## config.mk

```make
export PLATFORM = sky130hd
export DESIGN_NAME = aftab_store_align_unit_flat
export DESIGN_NICKNAME = d
export VERILOG_FILES = /design/src/rtl/aftab_store_align_unit_if.sv /design/src/rtl/aftab_store_align_unit.sv /design/src/flat_wrapper.sv
export SDC_FILE = /design/constraint.sdc
export NUM_CORES = 1
export LEC_CHECK = 0
export ABC_AREA = 1
export CAP_MARGIN = 20
export CORE_MARGIN = 2
export CORE_UTILIZATION = 45
export CTS_CLUSTER_DIAMETER = 200
export DETAILED_ROUTE_END_ITERATION = 16
export HOLD_SLACK_MARGIN = 0.02
export PLACE_DENSITY_LB_ADDON = 0.2
export REMOVE_ABC_BUFFERS = 1
export SLEW_MARGIN = 0
export SYNTH_ARGS = -nofsm -noshare
export SYNTH_HDL_FRONTEND = slang
export SYNTH_SLANG_ARGS = --single-unit
```

## constraint.sdc

```tcl
create_clock -name clk -period 1.99 [get_ports clk]
set_input_delay 0.4975 -clock clk [delete_from_list [all_inputs] [get_ports clk]]
set_output_delay 0.4975 -clock clk [all_outputs]
set_load 0.05 [all_outputs]
```

## src/rtl/aftab_store_align_unit_if.sv

```systemverilog
// Store request / data-memory write bundle for aftab_store_align_unit.
// slave is the align unit; master is the datapath/memory side.
interface aftab_store_align_unit_if #(
    parameter int size = 32
);
    logic            start;
    logic            storeByte;
    logic            storeHalf;
    logic            storeWord;
    logic [size-1:0] addrIn;
    logic [size-1:0] dataIn;
    logic            memReady;
    logic [size-1:0] memAddr;
    logic [size-1:0] memDataOut;
    logic [3:0]      memByteEn;
    logic            memWrite;
    logic            busy;
    logic            done;

    modport slave (
        input  start, storeByte, storeHalf, storeWord,
        input  addrIn, dataIn, memReady,
        output memAddr, memDataOut, memByteEn,
        output memWrite, busy, done
    );

    modport master (
        output start, storeByte, storeHalf, storeWord,
        output addrIn, dataIn, memReady,
        input  memAddr, memDataOut, memByteEn,
        input  memWrite, busy, done
    );
endinterface

```

## src/rtl/aftab_store_align_unit.sv

```systemverilog
// Store alignment: lane-shifts byte/half/word stores onto a word port,
// splitting misaligned accesses into two aligned write beats.
module aftab_store_align_unit #(
    parameter int size = 32
) (
    input  logic                     clk,
    input  logic                     rst,
    aftab_store_align_unit_if.slave  bus
);

    typedef enum logic [1:0] {
        IDLE,
        BEAT1,
        BEAT2,
        DONE
    } state_t;

    state_t            r_state;
    state_t            w_next;
    logic [size-1:0]   r_base;
    logic [7:0]        r_be8;
    logic [2*size-1:0] r_d64;

    logic              w_sel;
    logic              w_accept;
    logic [3:0]        w_mask;
    logic [size-1:0]   w_data;
    logic [7:0]        w_be8;
    logic [2*size-1:0] w_d64;

    assign w_sel = bus.storeByte | bus.storeHalf | bus.storeWord;
    assign w_accept = (r_state == IDLE) && bus.start && w_sel;

    // Byte wins over half, half over word; data above the width is dropped.
    always_comb begin
        w_mask = 4'b1111;
        w_data = bus.dataIn;
        if (bus.storeByte) begin
            w_mask = 4'b0001;
            w_data = {{(size-8){1'b0}}, bus.dataIn[7:0]};
        end else if (bus.storeHalf) begin
            w_mask = 4'b0011;
            w_data = {{(size-16){1'b0}}, bus.dataIn[15:0]};
        end
    end

    assign w_be8 = {4'b0000, w_mask} << bus.addrIn[1:0];
    assign w_d64 = {{size{1'b0}}, w_data} << {bus.addrIn[1:0], 3'b000};

    always_ff @(posedge clk or negedge rst) begin
        if (!rst) begin
            r_state <= IDLE;
            r_base  <= '0;
            r_be8   <= '0;
            r_d64   <= '0;
        end else begin
            r_state <= w_next;
            if (w_accept) begin
                r_base <= {bus.addrIn[size-1:2], 2'b00};
                r_be8  <= w_be8;
                r_d64  <= w_d64;
            end
        end
    end

    always_comb begin
        w_next = r_state;
        case (r_state)
            IDLE:  if (w_accept) w_next = BEAT1;
            BEAT1: begin
                if (bus.memReady)
                    w_next = (|r_be8[7:4]) ? BEAT2 : DONE;
            end
            BEAT2: if (bus.memReady) w_next = DONE;
            DONE:  w_next = IDLE;
            default: w_next = IDLE;
        endcase
    end

    // Outputs depend only on registered state and latched request.
    always_comb begin
        bus.memAddr    = '0;
        bus.memDataOut = '0;
        bus.memByteEn  = 4'b0000;
        bus.memWrite   = 1'b0;
        case (r_state)
            BEAT1: begin
                bus.memAddr    = r_base;
                bus.memDataOut = r_d64[size-1:0];
                bus.memByteEn  = r_be8[3:0];
                bus.memWrite   = 1'b1;
            end
            BEAT2: begin
                bus.memAddr    = r_base + size'(4);
                bus.memDataOut = r_d64[2*size-1:size];
                bus.memByteEn  = r_be8[7:4];
                bus.memWrite   = 1'b1;
            end
            default: ;
        endcase
    end

    assign bus.busy = (r_state != IDLE);
    assign bus.done = (r_state == DONE);

endmodule
```

## src/flat_wrapper.sv

```systemverilog
// flat-port wrapper written by rule: the top's interface ports become plain ports
module aftab_store_align_unit_flat 
#(
    parameter int size = 32
)
  (clk, rst, bus_start, bus_storeByte, bus_storeHalf, bus_storeWord, bus_addrIn, bus_dataIn, bus_memReady, bus_memAddr, bus_memDataOut, bus_memByteEn, bus_memWrite, bus_busy, bus_done);
  aftab_store_align_unit_if #(.size(size)) bus_i ();
  input  logic clk;
  input  logic rst;
  input wire logic [$bits(bus_i.start)-1:0] bus_start;
  input wire logic [$bits(bus_i.storeByte)-1:0] bus_storeByte;
  input wire logic [$bits(bus_i.storeHalf)-1:0] bus_storeHalf;
  input wire logic [$bits(bus_i.storeWord)-1:0] bus_storeWord;
  input wire logic [$bits(bus_i.addrIn)-1:0] bus_addrIn;
  input wire logic [$bits(bus_i.dataIn)-1:0] bus_dataIn;
  input wire logic [$bits(bus_i.memReady)-1:0] bus_memReady;
  output wire logic [$bits(bus_i.memAddr)-1:0] bus_memAddr;
  output wire logic [$bits(bus_i.memDataOut)-1:0] bus_memDataOut;
  output wire logic [$bits(bus_i.memByteEn)-1:0] bus_memByteEn;
  output wire logic [$bits(bus_i.memWrite)-1:0] bus_memWrite;
  output wire logic [$bits(bus_i.busy)-1:0] bus_busy;
  output wire logic [$bits(bus_i.done)-1:0] bus_done;
  assign bus_i.start = bus_start;
  assign bus_i.storeByte = bus_storeByte;
  assign bus_i.storeHalf = bus_storeHalf;
  assign bus_i.storeWord = bus_storeWord;
  assign bus_i.addrIn = bus_addrIn;
  assign bus_i.dataIn = bus_dataIn;
  assign bus_i.memReady = bus_memReady;
  assign bus_memAddr = bus_i.memAddr;
  assign bus_memDataOut = bus_i.memDataOut;
  assign bus_memByteEn = bus_i.memByteEn;
  assign bus_memWrite = bus_i.memWrite;
  assign bus_busy = bus_i.busy;
  assign bus_done = bus_i.done;
  aftab_store_align_unit #(.size(size)) u_core (.clk(clk), .rst(rst), .bus(bus_i));
endmodule
```

# --- Word-level counts from Yosys, hierarchy flattened ---
# Index checks and enable logic that the tools add are counted.
totals:
  regBits: 104
  word_cells: 35
op_classes:
  addsub: 1
  n_eq_ne: 6
  shifts: 2
  muxes: 13
  bitwise: 2
  reduce_logical: 7
ops:
  columns: ["cell", "n"]
  rows:
  - ["32-bit case mux with 2 select lines", 2]
  - ["32-bit two-way mux", 2]
  - ["32-bit by 5-bit << shifter with 64-bit output", 1]
  - ["32-bit by 3-bit adder with 32-bit output, second input constant", 1]
  - ["4-bit two-way mux", 2]
  - ["2-bit case mux with 4 select lines", 1]
  - ["4-bit case mux with 2 select lines", 1]
  - ["4-bit by 2-bit << shifter with 8-bit output", 1]
  - ["2-bit two-way mux", 3]
  - ["2-bit == test, second input constant", 2]
  - ["2-bit != test, second input constant", 2]
  - ["4-bit OR reduction", 1]
  - ["3-bit AND reduction", 1]
  - ["2-bit by 1-bit == test with 1-bit output, second input constant", 1]
  - ["1-bit logical AND", 2]
  - ["2-bit logical NOT", 1]
  - ["1-bit two-way mux", 2]
  - ["2-bit by 1-bit != test with 1-bit output, second input constant", 1]
  - ["1-bit OR", 2]
  - ["2-bit nonzero test", 1]
  - ["2-bit OR reduction", 1]

# --- Depth between registers and ports, before layout ---
# Gate-level depths: netlist of the first run.
logic_depth:
  ltp_word: 5
  depth_mapped: 9

# --- Worst setup path before layout of the first run ---
# No wires, ideal clock.
synth_path:
  path_type: "reg2out"
  startpoint: "reg u_core.r_state[0]"
  endpoint: "out bus_memAddr[18]"
  t_arrival_ps: 2913
  required_time_ps: 1492
  slack_ps: -1420
  stages_incl_launch_ff: 9
  n_path_buf: 2
  cell_sequence: "dfrtp_1 inv_1 ha_1 buf_2 nand2_1 inv_2 buf_2 nand2_1 o21ai_0"
synth_between:
  elab_chain_cells: 2
synth_rtl:
  columns: ["element", "line", "source"]
  rows:
  - ["from (decl)", "aftab_store_align_unit.sv:18", "state_t r_state;"]
  - ["from (signal assigned)", "aftab_store_align_unit.sv:57", "r_state <= w_next;"]
  - ["2-bit == test / 2-bit by 1-bit == test with 1-bit output (equally long branches)", "aftab_store_align_unit.sv:86", "case (r_state)"]
  - ["32-bit case mux with 2 select lines *", "aftab_store_align_unit.sv:86", null]
  - ["to (decl)", "flat_wrapper.sv:17", "output wire logic [$bits(bus_i.memAddr)-1:0] bus_memAddr;"]
# Mark *: on every way between the ends. The rest lies on a longest branch, timed or not.

# --- Worst setup path after layout of the first run ---
layout_path:
  startpoint: "reg u_core.r_base[2]"
  endpoint: "out bus_memAddr[12]"
layout_between:
  elab_chain_cells: 2
layout_rtl:
  columns: ["element", "line", "source"]
  rows:
  - ["from (decl)", "aftab_store_align_unit.sv:20", "logic [size-1:0] r_base;"]
  - ["from (signal assigned)", "aftab_store_align_unit.sv:59", "r_base <= {bus.addrIn[size-1:2], 2'b00};"]
  - ["32-bit by 3-bit adder with 32-bit output", "aftab_store_align_unit.sv:94", "bus.memAddr = r_base + size'(4);"]
  - ["32-bit case mux with 2 select lines", "aftab_store_align_unit.sv:86", null]
# Every way passes these cells.

==> results of run 1 <==
==> critical path: stages (launching register included) <==
cell and delay [ps]:
dfrtp_1 390, ha_2 200, nand2_2 80, nor2_4 150, nand2_4 130, o21ai_1 270, nand3_1 130, nand2_1 120
inv_2 60, buf_12 140
==> final cells by class <==
cell class | instances | area share, %
Clock buffer | 11 | 2.50
Clock inverter | 4 | 0.309
Inverter | 113 | 4.53
Sequential cell | 95 | 24.5
Tap cell | 168 | 2.16
Timing Repair Buffer | 245 | 31.0
Multi-Input combinational cell | 576 | 35.0
==> power groups by stage <==
| stage | sequential [mW] | combinational, mW | clock (mW) |
|---|---|---|---|
| after global routing | 3.36 | 10.2 | 1.76 |
| after global placement | 3.21 | 7.25 | 0 |
| after CTS | 3.22 | 8.82 | 1.66 |
| after detailed placement | 3.24 | 7.32 | 0 |
| after floorplan | 3.15 | 3.91 | 0 |
| final | 3.29 | 9.74 | 1.66 |
==> cells in the mapped netlist <==
| library cell | n |
|---|---|
| a21o_1 | 1 |
| a21oi_1 | 5 |
| a21oi_4 | 1 |
| a22o_1 | 2 |
| a31oi_1 | 1 |
| and2_1 | 2 |
| buf_2 | 18 |
| buf_4 | 3 |
| clkbuf_1 | 18 |
| clkinv_1 | 2 |
| conb_1 | 1 |
| dfrtp_1 | 95 |
| ha_1 | 6 |
| inv_1 | 108 |
| inv_2 | 3 |
| mux2i_1 | 1 |
| nand2_1 | 282 |
| nand2_2 | 1 |
| nand3_1 | 64 |
| nand3b_1 | 1 |
| nand4_1 | 1 |
| nor2_1 | 57 |
| nor2_2 | 4 |
| nor3_1 | 2 |
| o211ai_1 | 9 |
| o21ai_0 | 76 |
| o21ai_1 | 5 |
| o21bai_1 | 1 |
| o221ai_1 | 9 |
| o22ai_1 | 42 |
| or2_2 | 1 |
==> timing repair <==
item                                    in CTS  in global routing
resized for setup                          172                 92
endpoints found under the setup margin      66                 66
buffers inserted                             6                 15
pin swaps                                   16                 30
gates cloned                                 3                  2
==> sequential cells by signal (all words and copies together), names as in the netlist <==
name and cells:
u_core.r_d64 56, u_core.r_base 30, u_core.r_be8 7, u_core.r_state 2
==> logic make-up after synthesis <==
group,share of synthesized area (%)
and+or+nand+nor,29.6
AOI/OAI and AO/OA,15.9
buffers and inverters,10.7
DFF,42.2
adders and majority gates,1.33
muxes,0.178
other,0.0666
==> layer usage <==
| layer | global-route usage [%] | vias up | wire [um] |
|---|---|---|---|
| li1 | - | 3074 | - |
| met2 | 51.8 | 345 | 10700 |
| met5 | 0 | - | 0 |
| met3 | 7.27 | 63 | 1680 |
| met4 | 12.5 | 0 | 638 |
| met1 | 37.1 | 3087 | 8150 |
==> through the flow <==
step | utilization (%) | area [sq um]
finish | 80.2 | 9710
global placement | 67.6 | 8190
CTS | 76.4 | 9260
global route | 80.2 | 9710
floorplan | - | 5460
detailed placement | 67.6 | 8190
==> worst max path at each step <==
| stage | start | end | slack (ps) | cells after the start |
|---|---|---|---|---|
| final | u_core.r_base[2] | bus_memAddr[12] | -540 | 9 |
| after global routing | u_core.r_base[11] | bus_memAddr[30] | -610 | 10 |
| after CTS | u_core.r_base[2] | bus_memAddr[24] | -400 | 11 |
| after detailed placement | u_core.r_state[1] | bus_memAddr[15] | -200 | 8 |
| after global placement | u_core.r_state[1] | bus_memDataOut[4] | -130 | 8 |
| after floorplan | u_core.r_state[0] | bus_memAddr[15] | -1730 | 6 |
==> metrics.yaml, run 1 <==
sta:
  drv_slew: 0
  fin_crit_ps: 2530
  rsz0062_at_grt: "true"
  period_share_pct: 127
  hold_violations: 0
  fin_worst_skew_ps: 9.47
  whs_ps: 91.9
  final-setup-viol-count: 66
  fin_ws_ps: -544
  totalNegativeSetupSlack_ps: -24580
  fmax_mhz: 395
pwr:
  combPwrFrac_pct: 66.3
  p_sw_mw: 7.00
  power_mw: 14.7
  clkPwrFrac_pct: 11.3
  vdd_drop_max_v: 0.000988
  p_leak_nw: 4.29
  seqPwrFrac_pct: 22.4
  power_density_nw_per_um2: 1510
  swShare_pct: 47.6
  p_int_mw: 7.70
clock_tree:
  clock_latency_ps: 360
  numCtsBuffers: 9
  cts.hold.buffers_added: 0
  clock_path_buffers: 2
  cts_tree: "yes"
  root_buffer: "clkbuf_16"
  htreeDepth: 3
  cts.sinks: 95
  path_clk_slew_ps: 70
grt:
  grt_util_all_layers_pct: 30.4
  overflow: 0
  grt_pass1_vias: 6393
  antenna_found_initial: 0
  grt_pass1_wl_um: 31500
  grt_max_degree: 33
worst_setup_path:
  critPathLaunchType: "flip-flop"
  r2r_slack_ps: 260
  crit_required_ps: 1490
  r2r_cells: 9
  crit_fanout: 6
  timing.rr.start: "u_core.r_state[0]"
  worstSetupEndpointType: "output pin"
  critPathArrivalTime_ps: 2040
  r2r_end: "u_core.r_d64[45]"
  path_class: "flip-flop to output pin"
floorplanning:
  start_util_pct: 46.5
  dieArea_sq_um: 13400
  die_w_um: 116
  core_sq_um: 12100
  dieHeight_um: 116
  rows: 40
  io_pins: 142
final_layout:
  multiInputGateArea_sq_um: 3400
  drive_gt1_share_pct: 30.1
  synthToLayoutAreaGrowth_pct: 72.5
  fillCellCount: 780
  fin_cells: 1212
  layout_common_cells: "256 x nand2_1, 101 x inv_1, 93 x dfrtp_1, 69 x clkdlybuf4s50_1, 67 x buf_4"
  diodes: 0
  regArea_sq_um: 2380
  final_common_cell: "nand2_1"
  layout.nets: 1117
run_status:
  violations: "negative setup slack"
  status: "finished with violations"
routing:
  first_iter_violations: 592
  detail_route.wl_per_cell_um: 17.4
  route.detailed.drc: 0
  antenna_left: 0
  num_vias: 6569
  via_per_inst: 5.42
  first_pass_iters: 6
  wirelength_um: 21100
placed_design:
  place_congestion: 0.913
  portBuffers: 139
  preCtsSetupSlack_ps: -201
  dp.cells: 1175
  dp_hpwl_um: 13200
flow_run:
  max_cap_viol_count: 0
yosys:
  netlist_instances: 822
  syn_area_sq_um: 5630
  netlist_top_cells_area: "dfrtp_1 42%, nand2_1 19%, inv_1 7.2%"
  yosys.area.top_type_share_pct: 42.2
  syn_area_per_cell_sq_um: 6.85
  synth.distinct_cells: 31
  synth_top_area_cell: "dfrtp_1"
  yosysWarnings: 0
  ys_seq_area_share_pct: 42.2
  ys_ff_latch: 95
min_path:
  hold_class: "input pin to async pin"
(Power assumes the default switching activity.)
==> inputs of run 2 (changes only) <==
Settings changed: CORE_ASPECT_RATIO from default to 0.9, PLACE_DENSITY from default to 0.79, PLACE_DENSITY_LB_ADDON 0.2 to default.
==> metrics.yaml, run 2 (synthesis results as in run 1) <==
pwr:
  combPwrFrac_pct: 67.3  # +1.0 points
  p_leak_nw: 4.52  # +5.4%
  p_sw_mw: 7.89  # +13%
  power_density_nw_per_um2: 1610  # +6.2%
  seqPwrFrac_pct: 21.2  # -1.2 points
  p_int_mw: 8.32  # +8.1%
  power_mw: 16.2  # +10%
  clkPwrFrac_pct: 11.5  # +0.2 points
  swShare_pct: 48.7  # +1.1 points
  vdd_drop_max_v: 0.000727  # -26%
clock_tree:
  root_buffer: "clkbuf_16"
  cts_tree: "yes"
  clock_path_buffers: 2  # unchanged
  clock_latency_ps: 350  # about the same
  path_clk_slew_ps: 70  # about the same
  numCtsBuffers: 9  # unchanged
  htreeDepth: 3  # unchanged
  cts.sinks: 95  # unchanged
placed_design:
  dp_hpwl_um: 13200  # -0.13%
  dp.cells: 1157  # -1.5%
  portBuffers: 139  # unchanged
  place_congestion: 0.927  # +1.5%
  place_area_sq_um: 8030  # -2.0%
grt:
  grt_pass1_vias: 6922  # +8.3%
  overflow: 0  # unchanged
  grt_pass1_wl_um: 36400  # +16%
  grt_util_all_layers_pct: 35.2  # +4.8 points
  antenna_found_initial: 0  # unchanged
  grt_max_degree: 35  # +6.1%
routing:
  wirelength_um: 26300  # +24%
  num_vias: 7452  # +13%
  detail_route.wl_per_cell_um: 21.7  # +24%
  route.detailed.drc: 0  # unchanged
  antenna_left: 0  # unchanged
  first_iter_violations: 1136  # +92%
  via_per_inst: 6.15  # +14%
  first_pass_iters: 9  # +3
final_layout:
  synthToLayoutAreaGrowth_pct: 79.2
  top_regs: "u_core.r_d64 (56), u_core.r_base (30), u_core.r_be8 (7)"
  final_core_util_pct: 83.2  # +3.0 points
  layout_common_cells: "233 x nand2_1, 104 x inv_1, 94 x dfrtp_1, 69 x clkdlybuf4s50_1, 59 x buf_4"
  layout.nets: 1123  # +0.54%
  diodes: 0  # unchanged
  drive_gt1_share_pct: 33.5  # +3.4 points
  fin_cells: 1211  # -0.083%
  largest_register: "u_core.r_d64"
  largest_register_ffs: 56  # unchanged
  final_common_cell: "nand2_1"
  final_cell_area_sq_um: 10100  # +3.9%
worst_setup_path:
  crit_required_ps: 1490  # about the same
  path_class: "flip-flop to output pin"
  setup.worst_path.end: "bus_memAddr[10]"
  timing.rr.start: "u_core.r_state[1]"
  r2r_end: "u_core.r_d64[32]"
  worstSetupEndpointType: "output pin"
  critPathArrivalTime_ps: 2200  # +160 ps
  startpoint: "u_core.r_state[1]"
  r2r_slack_ps: 190  # -70 ps
  crit_fanout: 4  # -2
  r2r_cells: 9  # unchanged
  critPathLaunchType: "flip-flop"
sta:
  fin_crit_ps: 2700  # +165 ps
  rsz0062_at_grt: "true"
  slew_headroom_pct: 66.4
  final-setup-viol-count: 67  # +1.5%
  fmax_mhz: 371  # -6.1%
  drv_slew: 0  # unchanged
  fin_worst_skew_ps: 6.05  # -3.42 ps
  fin_ws_ps: -709  # -165 ps
  max_slew.worst_pin.slew_ps: 504
  hold_violations: 0  # unchanged
  whs_ps: 111  # +19.3 ps
  period_share_pct: 136  # +8.3 points
floorplanning:
  rows: 38  # -5.0%
  dieHeight_um: 110  # -5.0%
  core_sq_um: 12100  # +0.10%
  die_w_um: 122  # +5.2%
  io_pins: 142  # unchanged
  dieArea_sq_um: 13400  # about the same
  start_util_pct: 46.4  # -0.048 points
run_status:
  status: "finished with violations"
  violations: "negative setup slack"
flow_run:
  max_cap_viol_count: 0  # unchanged
min_path:
  hold_class: "input pin to async pin"
## run 2: changes by cell type in the layout (fill, tap and decap cells not counted), sizes merged
cell,delta
bufinv,+1
inv,+4
buf,+3
bufbuf,-1
## run 2: how the worst min path moves through the flow
stage                          start                 to  slack [ps]  depth (start not counted)
floorplan                        rst  u_core.r_base[10]         200                          0
global route                     rst   u_core.r_d64[31]         140                          1
finish                           rst   u_core.r_base[4]         110                          1
CTS                              rst   u_core.r_d64[31]         120                          1
global placement    u_core.r_d64[50]   u_core.r_d64[50]         470                          2
detailed placement  u_core.r_d64[50]   u_core.r_d64[50]         480                          2
## run 2: critical path: stages, from the launching register on
cell and delay (ps):
dfrtp_1 400, inv_2 80, ha_4 340, nand2_8 100
buf_4 200, o21ai_0 330, nand2_1 120, inv_1 120
buf_12 140
## run 2: power by group through the flow
| stage | registers (mW) | logic, mW | clock network, mW |
|---|---|---|---|
| after CTS | 3.27 | 9.58 | 1.85 |
| final | 3.44 | 10.9 | 1.86 |
| after floorplan | 3.15 | 3.91 | 0 |
| after global placement | 3.23 | 7.00 | 0 |
| after detailed placement | 3.26 | 7.09 | 0 |
| after global routing | 3.47 | 11.3 | 1.95 |
## run 2: final cells by class
type | instances | area, sq um
multi-input combinational | 576 | 3570
timing repair inverter | 3 | 43.8
inverter | 113 | 452
clock buffer | 10 | 239
timing repair buffer | 248 | 3130
fill | 612 | 2030
tap | 160 | 200
sequential | 95 | 2380
clock inverter | 6 | 75.1
## run 2: per-layer routing
layer  track usage, %  vias up  routed length (um)
met1             44.3     3468                9110
met4             14.7        0                1810
met5                0        -                   0
li1                 -     3097                   -
met2             58.5      692               12300
met3             8.33      195                3080
## run 2: through the flow
step | setup WS (ps) | TNS (ps)
5_1_grt | -698 | -34580
3_5_place_dp | -212 | -9480
2_1_floorplan | -1730 | -160290
4_1_cts | -434 | -21190
6_report | -709 | -32210
3_3_place_gp | -167 | -5880
## run 2: timing repair
action	CTS	global route
pin swaps	25	38
cloned	8	2
hold buffers	0	0
resized for setup	240	112
setup endpoints to repair	66	67
setup buffers	19	15
==> inputs of run 3 (changes only) <==
Settings changed: SKIP_LAST_GASP from default to 1.
==> metrics.yaml, run 3 (synthesis results as in run 1) <==
grt:
  grt_pass1_wl_um: 36600  # +0.55%
  grt_max_degree: 35  # unchanged
  overflow: 0  # unchanged
  grt_pass1_vias: 6981  # +0.85%
  antenna_found_initial: 0  # unchanged
  grt_util_all_layers_pct: 35.4  # +0.24 points
placed_design:
  portBuffers: 139  # unchanged
  dp.cells: 1157  # unchanged
  place_congestion: 0.927  # unchanged
  preCtsSetupSlack_ps: -212  # unchanged
  place_area_sq_um: 8030  # unchanged
  dp_hpwl_um: 13200  # unchanged
sta:
  final-setup-viol-count: 69  # +3.0%
  slew_headroom_pct: 65.6  # -0.75 points
  whs_ps: 109  # -1.73 ps
  drv_slew: 0  # unchanged
  fin_worst_skew_ps: 9.14  # +3.08 ps
  period_share_pct: 129  # -7.1 points
  fin_crit_ps: 2560  # -141 ps
  fin_ws_ps: -568  # +141 ps
  fmax_mhz: 391  # +5.5%
  hold_violations: 0  # unchanged
  rsz0062_at_grt: "true"
  max_slew.worst_pin.slew_ps: 515  # +11.2 ps
flow_run:
  max_cap_viol_count: 0  # unchanged
routing:
  route.detailed.drc: 0  # unchanged
  wl_met3_um: 2790  # -9.4%
  via_per_inst: 6.10  # -0.89%
  antenna_left: 0  # unchanged
  wirelength_um: 26500  # +0.90%
  first_pass_iters: 6  # -3
  num_vias: 7416  # -0.48%
  wl_met1_um: 9330  # +2.4%
  wl_met2_um: 12300  # +0.42%
  first_iter_violations: 978  # -14%
  top_layer: "met4"
  detail_route.wl_per_cell_um: 21.8  # +0.48%
final_layout:
  synthToLayoutAreaGrowth_pct: 78.8
  final_cell_area_sq_um: 10100  # -0.21%
  fillCellCount: 622  # +1.6%
  drive_gt1_share_pct: 32.2  # -1.3 points
  largest_register: "u_core.r_d64"
  diodes: 0  # unchanged
  top_regs: "u_core.r_d64 (56), u_core.r_base (30), u_core.r_be8 (7)"
  multiInputGateArea_sq_um: 3520  # -1.6%
  largest_register_ffs: 56  # unchanged
  fin_cells: 1216  # +0.41%
  layout_common_cells: "244 x nand2_1, 103 x inv_1, 91 x dfrtp_1, 69 x clkdlybuf4s50_1, 65 x buf_4"
  regArea_sq_um: 2380  # +0.16%
  layout.nets: 1128  # +0.45%
  final_common_cell: "nand2_1"
clock_tree:
  clock_latency_ps: 360  # about the same
  cts_tree: "yes"
  numCtsBuffers: 9  # unchanged
  clock_path_buffers: 2  # unchanged
  path_clk_slew_ps: 80  # about the same
  htreeDepth: 3  # unchanged
  root_buffer: "clkbuf_16"
  cts.sinks: 95  # unchanged
floorplanning:
  start_util_pct: 46.4  # unchanged
  die_w_um: 122  # unchanged
  io_pins: 142  # unchanged
  dieHeight_um: 110  # unchanged
  dieArea_sq_um: 13400  # unchanged
  core_sq_um: 12100  # unchanged
  rows: 38  # unchanged
pwr:
  p_sw_mw: 7.90  # about the same
  p_int_mw: 8.38  # +0.73%
  p_leak_nw: 4.49  # -0.73%
  power_density_nw_per_um2: 1620  # +0.61%
  seqPwrFrac_pct: 21.0  # -0.2 points
  clkPwrFrac_pct: 11.4  # about the same
  power_mw: 16.3  # +0.40%
  combPwrFrac_pct: 67.5  # +0.2 points
  swShare_pct: 48.5  # -0.17 points
  vdd_drop_max_v: 0.000708  # -2.5%
worst_setup_path:
  path_class: "flip-flop to output pin"
  r2r_end: "u_core.r_state[1]"
  r2r_cells: 10  # +1
  r2r_slack_ps: 90  # -100 ps
  critPathArrivalTime_ps: 2060  # -140 ps
  worstSetupEndpointType: "output pin"
  critPathLaunchType: "flip-flop"
  timing.rr.start: "u_core.r_state[0]"
  crit_required_ps: 1490  # about the same
  crit_fanout: 7  # +3
run_status:
  violations: "negative setup slack"
  status: "finished with violations"
min_path:
  hold_class: "input pin to async pin"
[run 3: how the worst max path moves through the flow]
stage	cells past startpoint	from	endpoint
global placement	7	u_core.r_state[0]	bus_memByteEn[0]
detailed placement	7	u_core.r_state[0]	bus_memDataOut[3]
CTS	11	u_core.r_base[2]	bus_memAddr[30]
finish	10	u_core.r_state[0]	bus_memAddr[17]
global route	10	u_core.r_base[13]	bus_memAddr[17]
floorplan	6	u_core.r_state[0]	bus_memAddr[15]
[run 3: critical path, cell delays in order (launching register included)]
cell and delay [ps]:
dfrtp_1 370, inv_2 80, ha_4 330, buf_12 130, nand2_8 70, buf_8 150
buf_6 120, nand2_1 90, nand2_1 110, inv_2 110, buf_12 140
[run 3: routing by layer]
metal	GRT usage (%)	vias to the layer above
li1	-	3101
met1	43.7	3441
met2	58.8	662
met3	9.10	212
met4	16.3	0
met5	0	-
[run 3: power by group through the flow]
stage	clock (mW)	combinational, mW	sequential, mW
6_report	1.86	11.0	3.43
3_5_place_dp	0	7.09	3.26
5_1_grt	1.95	11.4	3.47
2_1_floorplan	0	3.91	3.15
4_1_cts	1.85	9.48	3.26
3_3_place_gp	0	7.00	3.23
[run 3: cell type report]
| type | instances | share of cell area [%] |
|---|---|---|
| tap | 160 | 1.99 |
| inverter | 113 | 4.49 |
| clock inverter | 6 | 0.746 |
| timing repair inverter | 3 | 0.360 |
| clock buffer | 10 | 2.37 |
| sequential | 95 | 23.7 |
| multi-input combinational | 576 | 34.9 |
| timing repair buffer | 253 | 31.5 |
[run 3: through the flow]
stage	TNS (ps)	utilization, %
finish	-29410	83.0
global route	-33100	83.0
CTS	-21830	78.7
detailed placement	-9480	66.2
global placement	-5880	66.2
floorplan	-160290	-
[run 3: timing repair]
item / CTS / global route
endpoints found under the hold margin: 0 / 0
gates cloned: 8 / 2
setup buffers: 19 / 22
hold buffers: 0 / 0
resized for setup: 221 / 115
pin swaps: 25 / 42
setup endpoints to repair: 66 / 67
